[config.mk]
export PLATFORM = sky130hd
export DESIGN_NAME = mem_sched
export DESIGN_NICKNAME = d
export VERILOG_FILES = /design/src/rtl/mem_sched.sv
export SDC_FILE = /design/constraint.sdc
export NUM_CORES = 1
export LEC_CHECK = 0
export BUFFER_PORTS_ARGS = -buffer_cell sky130_fd_sc_hd__buf_2
export CAP_MARGIN = 10
export CORE_MARGIN = 1.5
export CORE_UTILIZATION = 58
export DETAILED_ROUTE_END_ITERATION = 16
export PLACE_DENSITY = 0.86
export RECOVER_POWER = 50
export SLEW_MARGIN = 20
export SYNTH_ARGS = -nofsm -noshare
export SYNTH_HDL_FRONTEND = slang
export SYNTH_SLANG_ARGS = --single-unit
[constraint.sdc]
create_clock -name clk -period 11.34 [get_ports clk]
set_clock_uncertainty 0.1 [all_clocks]
set_input_delay 2.268 -clock clk [delete_from_list [all_inputs] [get_ports clk]]
set_output_delay 2.268 -clock clk [all_outputs]
set_load 0.005 [all_outputs]
[src/rtl/mem_sched.sv]
`default_nettype none
// ============================================================================
// Module   : mem_sched
// Brief    : In-order scheduler issuing up to two buffered memory ops per cycle
//            onto a dual-port BRAM. Macro MEM_SCHED_FWD_EN enables co-issue of
//            a store and a younger load to the same address (iss_fwd).
// Revision : 1.0 - initial release
// ============================================================================

`ifndef ADDR_WIDTH
`define ADDR_WIDTH 32
`endif
`ifndef AL_SIZE
`define AL_SIZE 8
`endif

module mem_sched #(
  parameter int DEPTH  = 4,
  parameter int ADDR_W = `ADDR_WIDTH,
  parameter int AL_W   = $clog2(`AL_SIZE)
) (
  input  logic                        clk,
  input  logic                        reset,
  input  logic [1:0]                  enq_valid,
  output logic                        enq_ready,
  input  logic [1:0]                  enq_is_store,
  input  logic [1:0][ADDR_W-1:0]      enq_addr,
  input  logic [1:0][31:0]            enq_data,
  input  logic [1:0][4:0]             enq_rd,
  input  logic [1:0][AL_W-1:0]        enq_al_idx,
  input  logic                        if_recall,
  input  logic [AL_W-1:0]             new_front,
  input  logic [AL_W-1:0]             back,
  output logic [1:0]                  iss_valid,
  output logic [1:0]                  iss_we,
  output logic [1:0][9:0]             iss_addr,
  output logic [1:0][31:0]            iss_data,
  output logic [1:0][4:0]             iss_rd,
  output logic [1:0][AL_W-1:0]        iss_al_idx,
  output logic [1:0]                  iss_uses_rd,
  output logic                        iss_fwd,
  output logic [$clog2(DEPTH):0]      occupancy
);

  localparam int PW = $clog2(DEPTH);
  localparam int CW = PW + 1;

  logic              r_is_store [DEPTH];
  logic [ADDR_W-1:0] r_addr     [DEPTH];
  logic [31:0]       r_data     [DEPTH];
  logic [4:0]        r_rd       [DEPTH];
  logic [AL_W-1:0]   r_al       [DEPTH];

  logic [PW-1:0] r_head, r_tail;
  logic [CW-1:0] r_count;

  logic [PW-1:0] w_a, w_b, w_slot1;
  logic          w_same, w_b_ok, w_fwd, w_iss_a, w_iss_b, w_do_enq, w_found;
  logic [1:0]    w_iss_n, w_enq_n;
  logic [CW-1:0] w_keep;

  function automatic logic in_window(input logic [AL_W-1:0] idx,
                                     input logic [AL_W-1:0] lo,
                                     input logic [AL_W-1:0] hi);
    if (lo <= hi) return (idx >= lo) && (idx < hi);
    return (idx >= lo) || (idx < hi);
  endfunction

  assign occupancy = r_count;
  assign enq_ready = (r_count <= CW'(DEPTH - 2));

  assign w_a    = r_head;
  assign w_b    = r_head + PW'(1);
  assign w_same = (r_addr[w_a] == r_addr[w_b]);

`ifdef MEM_SCHED_FWD_EN
  logic w_fwd_pair;
  assign w_fwd_pair = r_is_store[w_a] && !r_is_store[w_b] && w_same;
  assign w_b_ok     = !w_same || w_fwd_pair;
  assign w_fwd      = w_iss_b && w_fwd_pair;
`else
  assign w_b_ok = !w_same;
  assign w_fwd  = 1'b0;
`endif

  assign w_iss_a  = !if_recall && (r_count != '0);
  assign w_iss_b  = w_iss_a && (r_count >= CW'(2)) && w_b_ok;
  assign w_iss_n  = {1'b0, w_iss_a} + {1'b0, w_iss_b};
  assign w_do_enq = enq_ready && !if_recall;
  assign w_enq_n  = w_do_enq ? ({1'b0, enq_valid[0]} + {1'b0, enq_valid[1]}) : 2'd0;
  // A lone slot-1 request lands at tail.
  assign w_slot1  = r_tail + PW'(enq_valid[0]);

  // Squashed entries form a suffix: keep everything older than the first hit.
  always_comb begin
    w_keep  = r_count;
    w_found = 1'b0;
    for (int k = 0; k < DEPTH; k++) begin
      if (!w_found && (CW'(k) < r_count) &&
          in_window(r_al[r_head + PW'(k)], new_front, back)) begin
        w_found = 1'b1;
        w_keep  = CW'(k);
      end
    end
  end

  always_ff @(posedge clk) begin
    if (w_do_enq && enq_valid[0]) begin
      r_is_store[r_tail] <= enq_is_store[0];
      r_addr[r_tail]     <= enq_addr[0];
      r_data[r_tail]     <= enq_data[0];
      r_rd[r_tail]       <= enq_rd[0];
      r_al[r_tail]       <= enq_al_idx[0];
    end
    if (w_do_enq && enq_valid[1]) begin
      r_is_store[w_slot1] <= enq_is_store[1];
      r_addr[w_slot1]     <= enq_addr[1];
      r_data[w_slot1]     <= enq_data[1];
      r_rd[w_slot1]       <= enq_rd[1];
      r_al[w_slot1]       <= enq_al_idx[1];
    end
  end

  always_ff @(posedge clk or negedge reset) begin
    if (!reset) begin
      r_head      <= '0;
      r_tail      <= '0;
      r_count     <= '0;
      iss_valid   <= '0;
      iss_we      <= '0;
      iss_addr    <= '0;
      iss_data    <= '0;
      iss_rd      <= '0;
      iss_al_idx  <= '0;
      iss_uses_rd <= '0;
      iss_fwd     <= 1'b0;
    end else begin
      if (if_recall) begin
        r_tail  <= r_head + w_keep[PW-1:0];
        r_count <= w_keep;
      end else begin
        r_head  <= r_head + PW'(w_iss_n);
        r_tail  <= r_tail + PW'(w_enq_n);
        r_count <= r_count + CW'(w_enq_n) - CW'(w_iss_n);
      end
      iss_valid      <= {w_iss_b, w_iss_a};
      iss_we[0]      <= w_iss_a && r_is_store[w_a];
      iss_we[1]      <= w_iss_b && r_is_store[w_b];
      iss_uses_rd[0] <= w_iss_a && !r_is_store[w_a];
      iss_uses_rd[1] <= w_iss_b && !r_is_store[w_b];
      iss_addr[0]    <= r_addr[w_a][9:0];
      iss_addr[1]    <= r_addr[w_b][9:0];
      iss_data[0]    <= r_data[w_a];
      iss_data[1]    <= r_data[w_b];
      iss_rd[0]      <= r_rd[w_a];
      iss_rd[1]      <= r_rd[w_b];
      iss_al_idx[0]  <= r_al[w_a];
      iss_al_idx[1]  <= r_al[w_b];
      iss_fwd        <= w_fwd;
    end
  end

endmodule

`default_nettype wire

==> results by stage, run 1 <==
Synthesis:
- The synthesized instance count is 1212.
- For this run, the register share of the synthesized area comes to 57.3%.
- Yosys mapped the design onto 61 distinct sky130hd cell types.
- Synthesis produced a netlist with a net count of 1402.
- After synthesis, the mean cell area works out to 16.7 um^2.
- The cell area that synthesis handed to floorplanning was 0.0202 mm^2.
- The async set or reset register ratio after synthesis is 27.9%.
- Yosys mapped a number of flops with a built-in enable equal to 292.
- The most used flip-flop cell after synthesis is edfxtp_1.
- The number of synthesized register bits is 405.
- The count of yosys warnings during synthesis is 0.

Worst setup path:
- The required time at the endpoint of the critical path is 11510 ps.
- The critical path is of the input port to flip-flop type.
- Across all register-to-register paths, the minimum setup slack is 4450 ps.
- In this run the critical register-to-register path is launched from r_head[1]$_DFFE_PN0N_.
- The arrival time at the worst endpoint is 7820 ps.
- Along the worst path, the maximum fanout reaches 56.
- STA classifies the critical path startpoint as an input port.
- The sort of element at the end of the critical path is a flip-flop.
- In this run the worst setup path begins at if_recall.

CTS:
- The post-CTS repair timing setup buffer count is 0.
- The clock drives 405 sinks.
- The buffer depth of the longest clock path is 3.
- The cell at the root of the clock tree is clkbuf_16.
- The number of hold buffers added after cts is 0.
- The post-cts sizing count is 0.
- The number of CTS-inserted buffers is 42.
- Clock-pin slew was measured on the worst setup and hold paths at 60 ps.
- TritonCTS built the clock tree.
- The maximum level of the CTS H-tree is 2.
- The later pin in the worst-skew pair is clocked with a latency of 560 ps.

STA:
- The minimum clock period is 7650 ps.
- Setup repair after global routing left no endpoint under its margin.
- The worst slew slack as a fraction of its limit is -173%.
- The max-slew violation count came to 236.
- At the pin with the least slew margin, the transition time is 4100 ps.
- The final number of setup-violating endpoints is 0.
- The total count of hold-check failures in the final report is 0.
- Static timing analysis puts the maximum clock frequency at 131 MHz.
- The ratio of final minimum period to clock period is 67.5%.
- In the final timing run, aggregate negative setup slack is 0 ps.

Floorplan:
- Pin placement for this block handled 268 I/O pins.
- The initial standard-cell utilization of the core is 58.7%.
- The placeable core region is 0.0345 mm^2.
- From left edge to right edge, the die measures 190 um.
- The die covers 0.0360 mm^2.
- The row count is 68.
- The die is 190 um tall.

Min path:
- The critical hold path startpoint is r_rd[0][3]$_DFFE_PP_.
- The min-delay analysis places its worst path in the category flip-flop to flip-flop.

Drt:
- The average wire length per cell after detail routing is 24.1 um.
- The routed via count is 12100.
- The via density per instance is 6.15.
- The final wirelength is 47400 um.
- The count of nets left with antenna violations once routing finished came out at 0.
- The first detailed-routing pass ran for 5 iterations.
- In the routed design, unresolved DRC markers number 0.
- The initial detailed-routing violation count is 884.

Power and ir drop:
- The maximum vdd drop is 0.138 mV.
- Dividing total power by cell area gives a power density of 234 mW/mm^2.
- The leakage power is 8.64 nW.
- The final total power is 5.41 mW.

Layout:
- The most common cell after layout, fill and taps aside is mux2_2.
- The layout overhead on the synthesized area is 14.2%.
- The library cells used most frequently in the layout, excluding fill and tap cells, are mux2_2, edfxtp_1, buf_2.
- In the final layout, the share of cells above drive strength 1 is 45.5%.
- The number of nets in the finished design is 1658.
- Cells fill 67.1% of the core in the end.

Global route:
- The number of global-route vias before repair is 12400.
- The total global routing overflow is 0.
- The global-route wire length before repair is 71800 um.
- Entering global routing, the biggest net connects 81 pins.
- The number of antenna violations at the first check in global routing is 17.
- The global-route total usage across every layer is 26.2%.

Placed design:
- Routability-driven placement finished with a final weighted congestion of 0.919.
- Input and output buffers added on the ports amount to 266.
- The sum of net half-perimeters after detailed placement is 29900 um.

Outcome:
- The flow ran to the end, but the final reports show violations.
- The checks that failed: capacitance limit, slew limit.

Job:
- Across the run, the number of max-cap violations was 6.
[cells by family (layout without fill, tap and decap cells)]
logic type	count (synthesis)	in the layout	synth area share (%)
other	1	16	0.0185
AO/OA/AOI/OAI	89	89	2.95
buffers and inverters	103	392	2.76
adder cells (fa/ha/maj)	34	34	2.17
multiplexers	415	415	29.1
AND/OR/NAND/NOR	78	78	1.97
XOR/XNOR	87	87	3.77
flip-flops	405	405	57.3
[per-stage QoR]
step                      setup slack (ps)  hold slack, ps  instances  instance area [um^2]
after floorplan                       2290             459       1212                 20200
final                                 3690             484       1971                 23100
after CTS                             5680             486       1956                 23200
after global placement                5770             468       1879                 21900
after global routing                  3540             501       1964                 23100
after detailed placement              5620             473       1879                 21900
[worst max-delay path, stage by stage]
cell,delay [ps]
clkbuf_1,400
inv_1,180
and2_0,280
nand4_1,140
clkbuf_1,1010
clkbuf_1,2960
mux2_2,530
[cell type report]
type,instances,area [um^2]
Sequential cell,405,11600
Fill cell,2335,11300
Multi-Input combinational cell,704,8070
Timing Repair Buffer,279,1360
Clock buffer,64,1190
Tap cell,455,569
Clock inverter,13,141
Inverter,36,135
Antenna cell,15,37.5
[cells in the mapped netlist, types with 3 or more instances]
master / count / share of area (%)
mux2_2: 297 / 17
edfxtp_1: 292 / 43
dfrtp_1: 113 / 14
mux4_2: 95 / 11
xor2_1: 50 / 2.2
xnor2_1: 37 / 1.6
inv_1: 36 / 0.67
buf_2: 35 / 0.87
ha_1: 31 / 1.9
a21oi_1: 21 / 0.52
nor2_1: 19 / 0.35
o21ai_0: 16 / 0.40
buf_6: 14 / 0.78
nand2_1: 14 / 0.26
clkbuf_1: 12 / 0.22
mux2i_1: 12 / 0.59
mux4_1: 9 / 1.2
nand3_1: 9 / 0.22
o22ai_1: 9 / 0.28
nor3_1: 8 / 0.20
nor4_1: 7 / 0.22
a31oi_1: 5 / 0.15
nand4_1: 5 / 0.15
a221oi_1: 4 / 0.17
nor2b_1: 4 / 0.12
o31ai_1: 4 / 0.15
a2111oi_0: 3 / 0.13
a211oi_1: 3 / 0.11
buf_1: 3 / 0.056
nand2b_1: 3 / 0.093
o211ai_1: 3 / 0.11
o21ai_1: 3 / 0.074
[sequential cells by signal (all words and copies together) (netlist names)]
name and count:
occupancy 3, r_rd 20, iss_data 64, r_data 128, r_al 12, iss_al_idx 6
iss_uses_rd 2, r_head 2, r_addr 128, r_is_store 4, iss_rd 10, iss_valid 2
iss_we 2, r_tail 2, iss_addr 20
[metal layers]
metal | GRT usage [%] | wire length, um | part of all wire (%)
met5 | 0 | 51 | 0.11
met4 | 9.00 | 1680 | 3.5
met3 | 5.39 | 3740 | 7.9
met2 | 44.0 | 23400 | 49
met1 | 34.2 | 18500 | 39
[where the power goes]
part / internal, mW / switching (mW)
clock: 0.776 / 0.567
combinational: 0.908 / 0.871
sequential: 2.03 / 0.265
total: 3.71 / 1.70
[path summary, 6_finish.rpt]
path	to	depth (start not counted)
max	r_addr[3][23]$_DFFE_PP_	7
min	iss_rd[3]$_DFF_PN0_	1
max reg2reg	occupancy[2]$_DFFE_PN0P_	17
min reg2reg	iss_rd[3]$_DFF_PN0_	1
max in group asynchronous	r_head[0]$_DFFE_PN0N_	2
min in group asynchronous	iss_data[24]$_DFF_PN0_	1
Power figures use the tool's default switching activity.
==> run 2: changes to the inputs <==
Clock period 11.34 ns to 7.9 ns, I/O delays scaled along.
==> run 2 against run 1 <==
Worst setup slack worse by 2000 ps. Clock power grew 39%. Total power increased by 42%. Die area is the same. Cell count fell by 0.10%. The run still ends with capacitance limit, slew limit left. Critical path type is now flip-flop to flip-flop.
==> results by stage, run 2 (same netlist as run 1, synthesis figures left out) <==
Outcome:
- The run finished, with violations left.
- The checks that failed: capacitance limit, slew limit.

Worst setup path:
- The worst register-to-register path begins at r_head[0]$_DFFE_PN0N_.
- The count of cell instances traversed by the critical path is 17 (+10).
- The maximum fanout along the worst path came to 62 (+11%).
- The critical path launch point is r_head[0]$_DFFE_PN0N_.
- The endpoint of the worst register-to-register path is occupancy[2]$_DFFE_PN0P_.
- The arrival time at the worst endpoint is 6540 ps (-1280 ps).
- The count of buffering cells on the critical path with inverters included is 3 (-1).
- STA classifies the critical path endpoint as a flip-flop.
- The cell count of the worst reg-to-reg path was 17 (unchanged).
- The path type of the worst setup path is flip-flop to flip-flop.
- The register-to-register path setup slack came to 1680 ps (-2770 ps).
- The cell with the largest stage delay on the worst path is dfrtp_1.
- The signal on the critical path passes through mux4_1 > xnor2_1 > nand4_1 > nor4_1 > o211ai_1 > o31ai_2 > inv_1 > ha_1 > ha_1 > inv_1 > ha_1 > inv_1 > fa_1 > xnor2_1 > o21ai_0 > a21oi_1 > nor2_1.
- STA classifies the critical path startpoint as a flip-flop.
- The required time at the endpoint of the critical path came to 8220 ps (-3290 ps).
- The maximum single-stage delay on the critical path is 2110 ps (-850 ps).
- The capture point of the worst path is occupancy[2]$_DFFE_PN0P_.
- The kind of cell adding the most delay to the critical path is flip-flops.

CTS:
- The post-CTS repair timing setup buffer count is 0 (unchanged).
- The cell sitting at the root of the clock tree is a clkbuf_16.
- The number of hold buffers added after cts is 0 (unchanged).
- The TritonCTS sink count was 405 (unchanged).
- The maximum level of the CTS H-tree was 2 (unchanged).
- The clock tree from TritonCTS is yes.
- The post-cts sizing count is 0 (unchanged).
- The clock slew seen by the registers of the worst setup and hold paths came to 60 ps (about the same).
- The buffer depth of the longest clock path is 3 (unchanged).
- The number of CTS-inserted buffers is 42 (unchanged).
- The clock latency at the later pin of the worst-skew pair is 540 ps (-20 ps).

Layout:
- The core occupancy in the finished layout is 66.9% (-0.17 points).
- Relative to the synthesized area, the layout overhead comes to 13.9%.
- The final instance area was 0.0230 mm^2 (-0.25%).
- The largest registers in the layout are r_addr (128), r_data (128), iss_data (64).
- The fraction of final layout cells sized beyond drive strength 1 is 45.3% (-0.16 points).
- The number of nets in the finished design is 1659 (+0.060%).
- The final standard cell count with taps included and fillers excluded is 1969 (-0.10%).
- Leaving out fill and tap cells, the most frequent cells in the layout are mux2_2, edfxtp_1, buf_2.
- Leaving out fill and tap cells, the most frequent cell in the layout is mux2_2.

Min path:
- The hold path depth was 1 (unchanged).
- The tightest min-delay check is of the flip-flop to flip-flop type.

Placed design:
- The final RePlAce weighted congestion is 0.916 (-0.33%).
- The post-placement cell count is 1879 (unchanged).
- The cell area after placement came to 0.0219 mm^2 (about the same).
- The count of buffers from port buffering is 266 (unchanged).
- The sum of net half-perimeters after detailed placement came to 29900 um (about the same).

Power and ir drop:
- The leakage power was 8.60 nW (-0.44%).
- The final total power is 7.67 mW (+42%).
- The cell area power density is 333 mW/mm^2 (+42%).
- The maximum vdd drop was 0.190 mV (+38%).

Global route:
- The global-route wire length before repair is 71600 um (-0.28%).
- The number of global-route vias before repair is 12800 (+3.0%).
- The global-route total usage across every layer was 26.1% (-0.096 points).
- The number of antenna violations at the first check in global routing is 19 (+2).
- The total global routing overflow is 0 (unchanged).
- The pin count of the biggest net entering global routing is 75 (-7.4%).

Floorplan:
- The row count was 68 (unchanged).
- The die span in y is 190 um (unchanged).
- The initial standard-cell utilization of the core came to 58.7% (unchanged).
- The number of top-level design ports was 268 (unchanged).
- The overall die area came to 0.0360 mm^2 (unchanged).
- The width of the die came to 190 um (unchanged).
- The placeable core region is 0.0345 mm^2 (unchanged).

Drt:
- The routed via count is 12100 (+0.11%).
- The number of optimization iterations in the first detailed-route pass was 7 (+2).
- The via density per instance is 6.16 (+0.21%).
- The final wirelength was 46700 um (-1.5%).
- The average wire length per cell after detail routing is 23.7 um (-1.4%).
- The initial detailed-routing violation count is 912 (+3.2%).
- The number of nets with antenna violations after routing is 0 (unchanged).
- The total DRC errors in the routed layout is 0 (unchanged).

STA:
- Setup repair after global routing left no endpoint under its margin.
- The highest clock frequency the design can meet is 161 MHz.
- After layout, the worst path uses 78.7% of the clock period.
- The final number of setup-violating endpoints is 0 (unchanged).
- The total count of hold-check failures in the final report is 0 (unchanged).
- The worst path in the final design needs a cycle of 6220 ps, including I/O delays and setup.
- The worst slew slack as a fraction of its limit is -111% (+62 points).
- The transition time at the pin with the least slew margin was 3170 ps (-928 ps).
- The max-slew violation count came to 324 (+37%).

Job:
- The number of max-cap violations came to 6 (unchanged).
[run 2: cell types whose count changed in the layout (fill, tap and decap cells not counted), moves of 3 or more]
cell      change
clkbuf_2      +3
clkinv_2      +3
buf_2         -9
clkinv_1      +8
diode_2       -3
clkbuf_8      -3
[run 2: metal layers]
| metal | GRT usage (%) | part of all wire [%] |
|---|---|---|
| met1 | 33.3 | 39 |
| met2 | 44.0 | 50 |
| met3 | 4.85 | 6.8 |
| met4 | 11.1 | 4.0 |
| met5 | 0 | 0.13 |
[run 2: cell type report]
| class | instances | area [um^2] |
|---|---|---|
| flip-flops and latches | 405 | 11600 |
| fillers | 2399 | 11400 |
| multi-input cells | 704 | 8080 |
| repair buffers | 280 | 1350 |
| clock buffers | 51 | 1120 |
| well taps | 455 | 569 |
| clock inverters | 26 | 168 |
| inverters | 36 | 135 |
| diodes | 12 | 30.0 |
[run 2: stage by stage]
step,hold slack (ps),setup TNS [ps],setup slack (ps)
after floorplan,459,-67820,-465
after global placement,465,0,2710
after detailed placement,475,0,2530
after CTS,489,0,2500
after global routing,508,0,1180
final,489,0,1680
[run 2: report_power, final]
part	internal, mW	switching, mW
Sequential	2.91	0.344
Combinational	1.29	1.27
Clock	1.04	0.812
Total	5.24	2.43
[run 2: worst min path at each step]
stage	startpoint	end	slack [ps]
floorplan	r_data[1][0]$_DFFE_PP_	iss_data[32]$_DFF_PN0_	460
global placement	r_data[3][5]$_DFFE_PP_	iss_data[5]$_DFF_PN0_	470
detailed placement	r_data[3][20]$_DFFE_PP_	iss_data[20]$_DFF_PN0_	480
CTS	r_data[2][6]$_DFFE_PP_	iss_data[6]$_DFF_PN0_	490
global route	r_rd[0][3]$_DFFE_PP_	iss_rd[3]$_DFF_PN0_	510
finish	r_data[1][9]$_DFFE_PP_	iss_data[9]$_DFF_PN0_	490
